===== src/rtl/run_controller.sv =====
// Load/run sequencer for a small datapath: streams a program into instruction memory, then
// starts, stops, resumes and watchdogs execution from debounced button edges.
module run_controller #(
   parameter int unsigned DW      = 16,
   parameter int unsigned AW      = 8,
   parameter int unsigned MAX_CYC = 65535
) (
   input  logic          clk,
   input  logic          rst,
   input  logic          ld_valid,
   input  logic [DW-1:0] ld_data,
   input  logic          ld_last,
   output logic          ld_ready,
   input  logic          btn_run,
   input  logic          btn_stop,
   input  logic          btn_clear,
   input  logic          halt,
   output logic [DW-1:0] user_inst_write,
   output logic [AW-1:0] user_inst_addr,
   output logic          user_inst_wen,
   output logic          ap_start,
   output logic          ap_stop,
   output logic          resume,
   output logic          dp_rst,
   output logic [2:0]    state,
   output logic [AW:0]   prog_len,
   output logic          timeout,
   output logic          ovf
);

   typedef enum logic [2:0] {
      StIdle   = 3'd0,
      StLoad   = 3'd1,
      StReady  = 3'd2,
      StStart  = 3'd3,
      StRun    = 3'd4,
      StHalted = 3'd5,
      StResume = 3'd6,
      StDone   = 3'd7
   } state_e;

   localparam logic [AW-1:0] AddrOne = 1;
   localparam logic [AW:0]   LenOne  = 1;
   localparam logic [31:0]   MaxCyc  = 32'(MAX_CYC);

   state_e        state_q, state_d;
   logic [AW-1:0] wr_addr_q, wr_addr_d;
   logic [AW:0]   prog_len_q, prog_len_d;
   logic          ovf_q, ovf_d, timeout_q, timeout_d;
   logic [31:0]   cyc_q, cyc_d;
   logic          res_cnt_q, res_cnt_d;
   logic          run_prev_q, stop_prev_q, clear_prev_q;
   logic          run_edge, stop_edge, clear_edge, accept;
   logic          ld_ready_q, ld_ready_d, wen_q, wen_d;
   logic [DW-1:0] write_q, write_d;
   logic [AW-1:0] waddr_q, waddr_d;
   logic          ap_start_q, ap_start_d, ap_stop_q, ap_stop_d;
   logic          resume_q, resume_d, dp_rst_q, dp_rst_d;

   assign run_edge   = btn_run & ~run_prev_q;
   assign stop_edge  = btn_stop & ~stop_prev_q;
   assign clear_edge = btn_clear & ~clear_prev_q;
   // ld_ready_q is high exactly in IDLE and LOAD, so it doubles as the accept gate
   assign accept     = ld_valid & ld_ready_q;

   always_comb begin
      state_d    = state_q;
      wr_addr_d  = wr_addr_q;
      prog_len_d = prog_len_q;
      ovf_d      = ovf_q;
      timeout_d  = timeout_q;
      cyc_d      = cyc_q;
      res_cnt_d  = res_cnt_q;
      wen_d      = 1'b0;
      write_d    = write_q;
      waddr_d    = waddr_q;
      ap_start_d = 1'b0;
      ap_stop_d  = 1'b0;
      resume_d   = 1'b0;
      dp_rst_d   = 1'b0;

      if (clear_edge && state_q != StStart && state_q != StResume) begin
         state_d = StIdle;
      end else begin
         unique case (state_q)
            StIdle: begin
               if (accept) begin
                  wen_d      = 1'b1;
                  write_d    = ld_data;
                  waddr_d    = '0;
                  wr_addr_d  = AddrOne;
                  prog_len_d = LenOne;
                  ovf_d      = 1'b0;
                  state_d    = ld_last ? StReady : StLoad;
               end
            end
            StLoad: begin
               if (accept) begin
                  wen_d      = 1'b1;
                  write_d    = ld_data;
                  waddr_d    = wr_addr_q;
                  prog_len_d = prog_len_q + LenOne;
                  if (wr_addr_q != '1) wr_addr_d = wr_addr_q + AddrOne;
                  if (ld_last) begin
                     state_d = StReady;
                  end else if (wr_addr_q == '1) begin
                     ovf_d   = 1'b1;
                     state_d = StReady;
                  end
               end
            end
            StReady, StDone: begin
               if (run_edge) state_d = StStart;
            end
            StStart: begin
               state_d    = StRun;
               cyc_d      = '0;
               ap_start_d = 1'b1;
            end
            StRun: begin
               if (stop_edge) begin
                  ap_stop_d = 1'b1;
                  state_d   = StDone;
               end else if (halt) begin
                  state_d = StHalted;
               end else if (cyc_q == MaxCyc) begin
                  ap_stop_d = 1'b1;
                  timeout_d = 1'b1;
                  state_d   = StDone;
               end else begin
                  cyc_d = cyc_q + 32'd1;
               end
            end
            StHalted: begin
               if (stop_edge) begin
                  ap_stop_d = 1'b1;
                  state_d   = StDone;
               end else if (run_edge) begin
                  resume_d  = 1'b1;
                  res_cnt_d = 1'b0;
                  state_d   = StResume;
               end
            end
            StResume: begin
               // two cycles with halt masked while the datapath clears its halt flag
               if (res_cnt_q) state_d = StRun;
               else res_cnt_d = 1'b1;
            end
            default: state_d = StIdle;
         endcase
      end

      if (state_d == StStart && state_q != StStart) begin
         dp_rst_d  = 1'b1;
         timeout_d = 1'b0;
      end
      ld_ready_d = (state_d == StIdle) || (state_d == StLoad);
   end

   always_ff @(posedge clk or posedge rst) begin
      if (rst) begin
         state_q      <= StIdle;
         wr_addr_q    <= '0;
         prog_len_q   <= '0;
         ovf_q        <= 1'b0;
         timeout_q    <= 1'b0;
         cyc_q        <= '0;
         res_cnt_q    <= 1'b0;
         run_prev_q   <= 1'b0;
         stop_prev_q  <= 1'b0;
         clear_prev_q <= 1'b0;
         ld_ready_q   <= 1'b1;
         wen_q        <= 1'b0;
         write_q      <= '0;
         waddr_q      <= '0;
         ap_start_q   <= 1'b0;
         ap_stop_q    <= 1'b0;
         resume_q     <= 1'b0;
         dp_rst_q     <= 1'b0;
      end else begin
         state_q      <= state_d;
         wr_addr_q    <= wr_addr_d;
         prog_len_q   <= prog_len_d;
         ovf_q        <= ovf_d;
         timeout_q    <= timeout_d;
         cyc_q        <= cyc_d;
         res_cnt_q    <= res_cnt_d;
         run_prev_q   <= btn_run;
         stop_prev_q  <= btn_stop;
         clear_prev_q <= btn_clear;
         ld_ready_q   <= ld_ready_d;
         wen_q        <= wen_d;
         write_q      <= write_d;
         waddr_q      <= waddr_d;
         ap_start_q   <= ap_start_d;
         ap_stop_q    <= ap_stop_d;
         resume_q     <= resume_d;
         dp_rst_q     <= dp_rst_d;
      end
   end

   assign state           = state_q;
   assign ld_ready        = ld_ready_q;
   assign user_inst_wen   = wen_q;
   assign user_inst_write = write_q;
   assign user_inst_addr  = waddr_q;
   assign ap_start        = ap_start_q;
   assign ap_stop         = ap_stop_q;
   assign resume          = resume_q;
   assign dp_rst          = dp_rst_q;
   assign prog_len        = prog_len_q;
   assign timeout         = timeout_q;
   assign ovf             = ovf_q;

endmodule

===== config.mk =====
export PLATFORM = sky130hd
export DESIGN_NAME = run_controller
export DESIGN_NICKNAME = d
export VERILOG_FILES = /design/src/rtl/run_controller.sv
export SDC_FILE = /design/constraint.sdc
export NUM_CORES = 1
export LEC_CHECK = 0
export BUFFER_PORTS_ARGS = -buffer_cell sky130_fd_sc_hd__buf_2
export CAP_MARGIN = 10
export CORE_ASPECT_RATIO = 1.75
export CORE_MARGIN = 3
export CORE_UTILIZATION = 25
export DETAILED_ROUTE_END_ITERATION = 10
export PLACE_DENSITY = 0.51
export SYNTH_ARGS = -nofsm -noshare
export SYNTH_HDL_FRONTEND = slang
export SYNTH_SLANG_ARGS = --single-unit

===== constraint.sdc =====
create_clock -name clk -period 2.7 [get_ports clk]
set_input_delay 0.135 -clock clk [delete_from_list [all_inputs] [get_ports clk]]
set_output_delay 0.135 -clock clk [all_outputs]
set_load 0.005 [all_outputs]

==> flow_summary_export.csv, run 1 <==
group,metric,value,unit
outcome,status,"completed",
synth,synth.largest_area_cell,"dfrtp_1",
synth,ys_ff_latch,88,
synth,ys_types,53,
sta,max_freq,0.429,GHz
synth,synth.area.top_cells,"dfrtp_1 49%, nand2_1 7.5%, a21oi_1 3.8%",
pwr,p_per_area,815,mW/mm^2
floorplan,io_pins,68,
floorplan,die_area,0.0195,mm^2
sta,worstMarginPinSlew,0.525,ns
flow_run,drv_cap,0,
global_routing,grt_overflow,0,
global_routing,track_usage,12.2,%
cts,numClockSinks,88,
floorplan,fp.dieW,107,um
critical_path,arrival,2.61,ns
synth,yosysTopAreaCellShare,48.9,%
routing,viasPerCell,4.92,
cts,insertion_delay,0.34,ns
global_routing,antenna_found_initial,0,
global_routing,grt_pass1_vias,3954,
routing,drc,0,
synth,async_flop_share,100,%
cts,clockBufferDepth,2,
layout,final_area,0.00555,mm^2
synth,synth-edff-count,0,
layout,layout_common_cells,"89 x nand2_1, 87 x dfrtp_1, 67 x buf_2, 34 x a21oi_1, 25 x nand3_1",
synth,netlist_area,0.00445,mm^2
layout,final_core_util,32.3,%
critical_path,cp-start-kind,"register",
routing,routed_wl,11.6,mm
layout,layout.nets,590,
layout,final_common_cell,"nand2_1",
layout,drive_gt1_share,19.2,%
synth,avgSynthCellArea,9.31,um^2
global_routing,grt_pass1_wl,19.6,mm
sta,finalSetupViolCount,0,
placed_design,globalplace.congestion,0.833,
synth,ys.flop_type,"dfrtp_1",
floorplan,core,0.0172,mm^2
layout,areaGrowthSynthToFinish,24.8,%
placed_design,dpl_worst_slack,0.441,ns
cts,cts_tree,"built",
cts,root_buffer,"clkbuf_16",
sta,post-route-min-period,2.33,ns
critical_path,worstPathMaxFanout,17,
pwr,pwr-share-seq,42.8,%
cts,htreeDepth,3,
sta,timing.final.ws_setup,0.370,ns
sta,setup_tns,0,ns
pwr,totalPowerFinal,0.00452,W
routing,vias,3915,
pwr,p_clk_share,28.5,%
cts,post_cts.repair.setup_buffers,0,
pwr,switchingPower,0.00163,W
placed_design,dp_hpwl,8.26,mm
synth,yosys_warnings,0,
sta,slew_viol_final,0,
routing,dr.max_layer_used,"met4",
sta,hold_violations,0,
routing,wl_per_cell,14.5,um
floorplan,rows,63,
synth,yosysSeqAreaShare,49.5,%
floorplan,die_h,182,um
critical_path,worst-setup-path-type,"register to register",
synth,netlist_instances,478,
placed_design,port-buffer-count,67,
pwr,leakagePower,2.56,nW
sta,fin_skew,0.00912,ns
routing,drt-pass1-iter-count,4,
routing,drtAntennaViolNets,0,
routing,wirelength_met1,4.38,mm
critical_path,rrSetupSlack,0.37,ns
pwr,ir_worst_vdd,334,uV
layout,antennaDiodeCount,0,
min_path,hold_path.class,"input pin to register",
sta,fin_crit_sh,86.3,%
pwr,swShare,36.0,%
routing,met3_length,449,um
routing,wl_met2,6.46,mm
critical_path,critPathRequiredTime,2.98,ns
critical_path,end_kind,"register",
pwr,cell_internal_pwr,0.00290,W
routing,initialDrtViolationCount,222,
synth,synth_nets,505,
sta,maxSlewHeadroom,64.9,%
cts,clk_pin_slew,0.07,ns
global_routing,grt_max_degree,89,
cts,numCtsBuffers,9,
sta,rsz0062_at_grt,"false",
pwr,power_frac_comb,28.8,%
floorplan,initial_utilization,25.9,%
placed_design,dpl_cell_area,0.00505,mm^2
-- critical path, cell delays in order (launching register included) --
cell and delay [ns]:
dfrtp_1 0.61, nor3b_1 0.51, and3_1 0.29, nand4_1 0.19, a31oi_1 0.42, and3_1 0.24
-- synth_stat cells (2+ instances only) --
| cell type | instances |
|---|---|
| and2_1 | 7 |
| and4_1 | 3 |
| and3_1 | 15 |
| ha_1 | 3 |
| nand2b_1 | 9 |
| nor3_1 | 9 |
| a21oi_1 | 34 |
| nor4_1 | 5 |
| or4_1 | 20 |
| buf_2 | 7 |
| a31oi_1 | 4 |
| nand2_2 | 2 |
| o21ai_0 | 12 |
| nor4_4 | 2 |
| buf_6 | 3 |
| nor2b_1 | 3 |
| a211oi_1 | 2 |
| a41o_1 | 2 |
| nand2_1 | 89 |
| clkbuf_1 | 15 |
| nand3_1 | 25 |
| or3_1 | 6 |
| nor3b_1 | 2 |
| nand4_1 | 17 |
| o21a_1 | 3 |
| inv_1 | 6 |
| dfrtp_1 | 87 |
| nand3_2 | 2 |
| nor2_1 | 24 |
| xor2_1 | 11 |
| mux2i_1 | 4 |
| o21ai_1 | 4 |
| o31ai_1 | 21 |
-- routing by layer --
metal  global-route usage, %  vias up
met3                    2.05       18
met4                    4.71        0
met2                    23.4       87
met5                       0        -
li1                        -     1903
met1                    13.0     1907
-- sequential cells by signal, indices dropped and copies added, names as in the netlist, 3 cells and up --
signal and flops:
cyc_q 32, prog_len 9, state 3, user_inst_addr 8, user_inst_write 16, wr_addr_q 8
-- worst paths after layout --
path | cells after the start | end | startpoint
max in group asynchronous | 4 | ld_ready | rst
min reg2reg | 2 | user_inst_write[3] | user_inst_write[3]
min | 3 | state[0] | ld_last
max reg2reg | 5 | dp_rst | state[2]
min in group asynchronous | 4 | user_inst_write[13] | rst
max | 5 | dp_rst | state[2]
-- logic make-up (layout without fill, tap and decap cells) --
kind of cell	Yosys count	in the layout	synth area share, %
AND/OR/NAND/NOR	248	248	29.9
AO/OA/AOI/OAI	90	90	12.9
flip-flops	88	88	49.5
buffers and inverters	33	123	3.49
XOR/XNOR	11	11	2.17
multiplexers	5	5	1.15
adder cells (fa/ha/maj)	3	3	0.844
-- power by group through the flow --
| stage | Clock, W | Combinational, W | Sequential, W |
|---|---|---|---|
| 6_report | 0.00129 | 0.00130 | 0.00193 |
| 5_1_grt | 0.00138 | 0.00148 | 0.00199 |
| 4_1_cts | 0.00133 | 0.00132 | 0.00194 |
| 3_5_place_dp | 0 | 0.00129 | 0.00196 |
| 3_3_place_gp | 0 | 0.00126 | 0.00195 |
| 2_1_floorplan | 0 | 0.000864 | 0.00188 |
-- per-stage QoR --
stage,hold WS (ns),std cells
5_1_grt,0.206,795
3_3_place_gp,0.261,759
3_5_place_dp,0.264,759
6_report,0.192,795
4_1_cts,0.182,795
2_1_floorplan,0.166,478
-- cell type report --
type / instances / area [um^2]
well taps: 227 / 284
clock buffers: 10 / 229
multi-input cells: 357 / 2090
inverters: 8 / 31.3
repair buffers: 99 / 638
fillers: 1814 / 11600
flip-flops and latches: 88 / 2200
clock inverters: 6 / 73.8
-- repair_timing --
action,4_1_cts,5_1_grt
hold endpoints to repair,106,0
gates resized for setup,0,0
hold buffers,20,0
(Power assumes the default switching activity.)
==> inputs of run 2 (changes only) <==
Settings changed: CTS_CLUSTER_SIZE set to 20, GPL_TIMING_DRIVEN set to 0.
==> run 2 against run 1 <==
- cell count up 1.6%
- power rose by 0.97%
- global-route usage rose by 1.2 points
- critical path depth increased by 1
- maximum frequency shrank 6.7%
- sequential share of layout area decreased by 0.28 points
- via count is 2.9% higher
- routed wire length up 9.9%
- largest power group unchanged
- highest routed layer unchanged
==> flow_summary_export.csv, run 2 (synthesis results as in run 1) <==
group,metric,value,unit
global_routing,antenna_found_initial,0,
layout,areaGrowthSynthToFinish,25.6,%
routing,initialDrtViolationCount,197,
layout,antennaDiodeCount,0,
critical_path,cp_slowest_cell,"nor3b_1",
layout,fill_cells,1811,
sta,worstMarginPinSlew,0.673,ns
critical_path,reg2regPathDepth,6,
critical_path,critPathBufInv,1,
critical_path,cp_num_cells,6,
critical_path,cp_slowest_stage_delay,0.56,ns
layout,layout_common_cells,"89 x nand2_1, 87 x dfrtp_1, 74 x buf_2, 34 x a21oi_1, 25 x nand3_1",
global_routing,grt_pass1_vias,4174,
layout,final_core_util,32.5,%
layout,regMostFlops,"cyc_q",
sta,slew_viol_final,0,
cts,clk_pin_slew,0.07,ns
routing,drtAntennaViolNets,0,
min_path,hold_path.class,"input pin to register",
routing,drt-pass1-iter-count,5,
sta,setup_tns,0,ns
layout,final_area,0.00559,mm^2
placed_design,port-buffer-count,67,
routing,wl_per_cell,15.7,um
critical_path,end_kind,"register",
critical_path,critPathRequiredTime,2.91,ns
global_routing,grt_overflow,0,
placed_design,globalplace.congestion,0.781,
cts,clockBufferDepth,2,
cts,cts_tree,"built",
min_path,hold_depth,3,
sta,max_freq,0.401,GHz
global_routing,grt_pass1_wl,21.0,mm
pwr,ir_worst_vdd,367,uV
sta,fin_crit_sh,92.5,%
cts,insertion_delay,0.34,ns
sta,maxSlewHeadroom,54.7,%
cts,root_buffer,"clkbuf_16",
global_routing,grt_max_degree,53,
sta,fin_skew,0.00893,ns
pwr,p_per_area,817,mW/mm^2
layout,multi_input_area,0.00209,mm^2
layout,largest_register_ff_count,32,
critical_path,crit_chain,"nor3b_1, nand3_1, nor4_4, clkbuf_1, or4_1, a21oi_1",
sta,hold_violations,0,
routing,drc,0,
routing,viasPerCell,4.99,
critical_path,worst-setup-path-type,"register to register",
sta,post-route-min-period,2.50,ns
routing,routed_wl,12.7,mm
critical_path,cp_top_family,"simple AND/OR/NAND/NOR gates",
floorplan,initial_utilization,25.9,%
cts,numClockSinks,88,
layout,regArea,0.00220,mm^2
critical_path,arrival,2.70,ns
floorplan,core,0.0172,mm^2
critical_path,cp-start-kind,"register",
layout,layout.nets,603,
critical_path,worstPathMaxFanout,10,
pwr,totalPowerFinal,0.00457,W
sta,rsz0062_at_grt,"false",
floorplan,rows,63,
layout,final_common_cell,"nand2_1",
cts,numCtsBuffers,9,
layout,drive_gt1_share,18.8,%
routing,vias,4030,
placed_design,dpl_cell_area,0.00510,mm^2
outcome,status,"completed",
floorplan,die_h,182,um
flow_run,drv_cap,0,
cts,htreeDepth,3,
floorplan,fp.dieW,107,um
floorplan,io_pins,68,
floorplan,die_area,0.0195,mm^2
global_routing,track_usage,13.5,%
sta,finalSetupViolCount,0,
pwr,leakagePower,2.57,nW
placed_design,dp_hpwl,9.58,mm
-- run 2: final timing paths --
check | from | to | slack (ns)
hold reg to reg | user_inst_addr[7] | user_inst_addr[7] | 0.46
max in group asynchronous | rst | ld_ready | 1.65
min in group asynchronous | rst | user_inst_write[11] | 0.37
hold / removal | ld_data[7] | user_inst_write[7] | 0.006
setup / recovery | state[2] | cyc_q[3] | 0.20
setup reg to reg | state[2] | cyc_q[3] | 0.20
-- run 2: through the flow --
step                      hold WS (ns)  std cells  worst slack [ns]
after floorplan                  0.166        478             0.288
after global placement           0.261        772            -0.951
after detailed placement         0.200        773             0.230
after CTS                      0.00293        808             0.194
after global routing            0.0250        808            0.0548
final                          0.00558        808             0.203
-- run 2: layout make-up --
cell class	count	area share (%)
timing repair buffer	87	9.90
sequential	88	39.4
inverter	8	0.582
clock buffer	11	4.34
buffer	25	2.26
tap	227	5.08
multi-input combinational	357	37.4
clock inverter	5	1.01
-- run 2: power breakdown --
part	leakage, nW	internal [W]	switching, W
sequential	1.18	0.00163	0.000305
clock	0.145	0.000741	0.000517
combinational	1.25	0.000545	0.000832
-- run 2: repair_timing --
action                                  4_1_cts  5_1_grt
endpoints found under the setup margin        0        1
hold buffers                                 19        0
hold endpoints to repair                     54        0
resized for setup                             0        2
buffers inserted                              0        0
-- run 2: worst reg2reg max path, cell delays in order (launching register included) --
cell and delay, ns:
dfrtp_1 0.52, nor3b_1 0.56, nand3_1 0.24, nor4_4 0.36, clkbuf_1 0.42, or4_1 0.20
a21oi_1 0.06
-- run 2: layer usage --
| metal | vias up | share of wire [%] | track usage [%] |
|---|---|---|---|
| met5 | - | 0 | 0 |
| met4 | 0 | 2.1 | 5.17 |
| met3 | 18 | 3.6 | 2.48 |
| met2 | 91 | 58 | 27.3 |
| met1 | 1984 | 36 | 13.0 |
| li1 | 1937 | - | - |
==> inputs of run 3 (changes only) <==
--- a/config.mk
+++ b/config.mk
@@ -6,4 +6,5 @@
 export NUM_CORES = 1
 export LEC_CHECK = 0
+export ABC_AREA = 1
 export BUFFER_PORTS_ARGS = -buffer_cell sky130_fd_sc_hd__buf_2
 export CAP_MARGIN = 10
@@ -14,5 +15,6 @@
 export DETAILED_ROUTE_END_ITERATION = 10
 export GPL_TIMING_DRIVEN = 0
-export PLACE_DENSITY = 0.51
+export PLACE_DENSITY = 0.5
+export RECOVER_POWER = 25
 export SYNTH_ARGS = -nofsm -noshare
 export SYNTH_HDL_FRONTEND = slang
==> constraint.sdc (replaced) <==
create_clock -name clk -period 2.7 [get_ports clk]
set_input_delay 0.27 -clock clk [delete_from_list [all_inputs] [get_ports clk]]
set_output_delay 0.27 -clock clk [all_outputs]
set_load 0.005 [all_outputs]
==> run 3 against run 2 <==
- non-clock buffer count is 24 lower
- final area is 3.9% higher
- largest cell class is now multi-input combinational cells
- die area is 9.3% higher
- critical path depth is 3 higher
- routed wire length is 1.9% higher
==> flow_summary_export.csv, run 3 <==
group,metric,value,unit
floorplan,initial_utilization,25.4,%
synth,yosysSeqAreaShare,45.1,%
layout,final_common_cell,"nand2_1",
synth,synth.largest_area_cell,"dfrtp_1",
sta,rsz0062_at_grt,"false",
placed_design,dpl_cell_area,0.00555,mm^2
placed_design,dp_hpwl,10.3,mm
cts,htreeDepth,3,
critical_path,arrival,2.13,ns
floorplan,fp.dieW,112,um
placed_design,globalplace.congestion,0.855,
layout,layout.nets,723,
routing,drc,0,
synth,ys_types,41,
cts,insertion_delay,0.34,ns
global_routing,grt_max_degree,60,
layout,largest_register_ff_count,32,
synth,avgSynthCellArea,7.93,um^2
routing,viasPerCell,4.45,
min_path,hold_depth,1,
cts,root_buffer,"clkbuf_16",
critical_path,reg2reg_to,"cyc_q[30]",
placed_design,dp_cells,925,
synth,netlist_area,0.00488,mm^2
layout,layout_common_cells,"185 x nand2_1, 87 x dfrtp_1, 67 x nor2_1, 59 x buf_2, 55 x inv_1",
synth,yosys_warnings,0,
routing,drt-pass1-iter-count,4,
synth,ys.flop_type,"dfrtp_1",
critical_path,rrSetupSlack,0.84,ns
cts,cts_tree,"built",
synth,post-synth-top-count-cell,"nand2_1",
routing,initialDrtViolationCount,257,
floorplan,core,0.0192,mm^2
floorplan,io_pins,68,
floorplan,die_h,191,um
sta,maxSlewHeadroom,2.70,%
layout,areaGrowthSynthToFinish,18.8,%
cts,numClockSinks,88,
synth,ys_ff_latch,88,
synth,netlist_instances,616,
sta,fin_skew,0.00714,ns
synth,yosysTopAreaCellShare,44.6,%
cts,clk_pin_slew,0.06,ns
outcome,status,"completed",
critical_path,reg2regPathDepth,9,
sta,max_freq,0.537,GHz
critical_path,critPathRequiredTime,2.97,ns
flow_run,drv_cap,0,
synth,async_flop_share,100,%
sta,hold_violations,0,
min_path,worstHoldStart,"btn_stop",
layout,final_area,0.00580,mm^2
layout,regMostFlops,"cyc_q",
synth,netlist_top_cells_count,"185 x nand2_1, 87 x dfrtp_1, 67 x nor2_1",
critical_path,reg2reg_from,"cyc_q[0]",
sta,slew_viol_final,0,
synth,synth.area.top_cells,"dfrtp_1 45%, nand2_1 14%, nor2_1 5.1%",
layout,drive_gt1_share,19.1,%
global_routing,grt_pass1_vias,4307,
global_routing,grt_overflow,0,
sta,post-route-min-period,1.86,ns
synth,synth-edff-count,0,
synth,synth_nets,643,
floorplan,die_area,0.0213,mm^2
floorplan,rows,67,
routing,routed_wl,12.9,mm
global_routing,grt_pass1_wl,21.6,mm
sta,fin_crit_sh,69.0,%
critical_path,cp-start-kind,"register",
layout,fill_cells,2081,
routing,drtAntennaViolNets,0,
layout,antennaDiodeCount,0,
layout,final_cells,941,
global_routing,track_usage,12.7,%
sta,worstMarginPinSlew,1.45,ns
cts,clockBufferDepth,2,
global_routing,antenna_found_initial,0,
cts,numCtsBuffers,9,
pwr,ir_worst_vdd,396,uV
pwr,p_per_area,836,mW/mm^2
critical_path,worst-setup-path-type,"register to register",
routing,vias,4188,
critical_path,end_kind,"register",
min_path,hold-path-endpoint,"stop_prev_q",
placed_design,port-buffer-count,67,
critical_path,worstPathMaxFanout,5,
sta,finalSetupViolCount,0,
min_path,hold_path.class,"input pin to register",
pwr,leakagePower,2.69,nW
routing,wl_per_cell,13.7,um
==> run 3: changes by cell type after synthesis, sizes merged, moves of 7 or more <==
| cell | previous run | this run |
|---|---|---|
| a21oi | 34 | 11 |
| and2 | 7 | 0 |
| and3 | 15 | 0 |
| clkbuf | 15 | 6 |
| inv | 7 | 63 |
| nand2 | 91 | 188 |
| nand2b | 9 | 0 |
| nand3 | 27 | 48 |
| nor2 | 24 | 72 |
| nor3 | 10 | 18 |
| o21ai | 16 | 38 |
| or4 | 21 | 0 |
==> run 3: worst max-delay path: stages (launching register included) <==
cell	delay, ns
dfrtp_1	0.44
ha_1	0.26
nand3_2	0.14
nor2_1	0.28
nand3_1	0.24
inv_1	0.14
nand2_1	0.06
nand2_1	0.06
nand4_1	0.10
o21ai_2	0.09
==> run 3: cell type report <==
| cell class | count | area (um^2) | area share, % |
|---|---|---|---|
| multi-input cells | 445 | 2280 | 39.3 |
| flip-flops and latches | 88 | 2200 | 38.0 |
| repair buffers | 69 | 358 | 6.17 |
| well taps | 241 | 302 | 5.20 |
| inverters | 64 | 248 | 4.27 |
| clock buffers | 9 | 225 | 3.88 |
| plain buffers | 19 | 138 | 2.37 |
| clock inverters | 6 | 46.3 | 0.798 |
==> run 3: repair_timing <==
item / in CTS / in global routing
gates resized for setup: 0 / 0
hold buffers: 1 / 0
endpoints found under the hold margin: 28 / 0
setup buffers: 0 / 0
==> run 3: worst max-delay path by stage <==
stage | cells after the start | from | slack (ns) | endpoint
floorplan | 1 | rst | 0.15 | ap_start
global placement | 2 | rst | -1.14 | clear_prev_q
detailed placement | 6 | cyc_q[0] | 0.80 | cyc_q[14]
CTS | 9 | cyc_q[0] | 0.81 | cyc_q[30]
global route | 6 | cyc_q[0] | 0.59 | cyc_q[14]
finish | 9 | cyc_q[0] | 0.84 | cyc_q[30]
==> run 3: per-layer routing <==
| layer | global-route usage, % | vias to the layer above | part of all wire (%) | routed length (um) |
|---|---|---|---|---|
| met3 | 2.28 | 18 | 2.9 | 372 |
| met5 | 0 | - | 0 | 0 |
| met2 | 24.9 | 68 | 57 | 7340 |
| li1 | - | 2154 | - | - |
| met4 | 5.39 | 0 | 2.9 | 381 |
| met1 | 13.0 | 1948 | 37 | 4830 |
==> run 3: cell families (layout without fill, tap and decap cells) <==
family                     Yosys count  in the layout  share of synthesized area (%)
AOI/OAI and AO/OA                   75             75                           10.7
xor gates and xnor gates            19             19                           3.41
adders and majority gates            3              3                          0.769
buffers and inverters               83            167                           7.87
DFF                                 88             88                           45.1
and+or+nand+nor                    348            348                           32.1
==> run 3: through the flow <==
stage | utilization, % | TNS (ns) | hold slack, ns | power (W) | worst slack [ns]
finish | 30.2 | 0 | 0.0484 | 0.00485 | 0.836
global route | 30.2 | 0 | 0.0425 | 0.00526 | 0.588
CTS | 30.4 | 0 | 0.0314 | 0.00497 | 0.807
detailed placement | 28.9 | 0 | 0.307 | 0.00377 | 0.800
global placement | 28.8 | -98.51 | 0.393 | 0.00374 | -1.14
floorplan | - | 0 | 0.301 | 0.00314 | 0.153
==> run 3: power by group <==
| group | switching [W] | internal, W |
|---|---|---|
| combinational | 0.00107 | 0.000641 |
| clock | 0.000547 | 0.000624 |
| sequential | 0.000286 | 0.00168 |
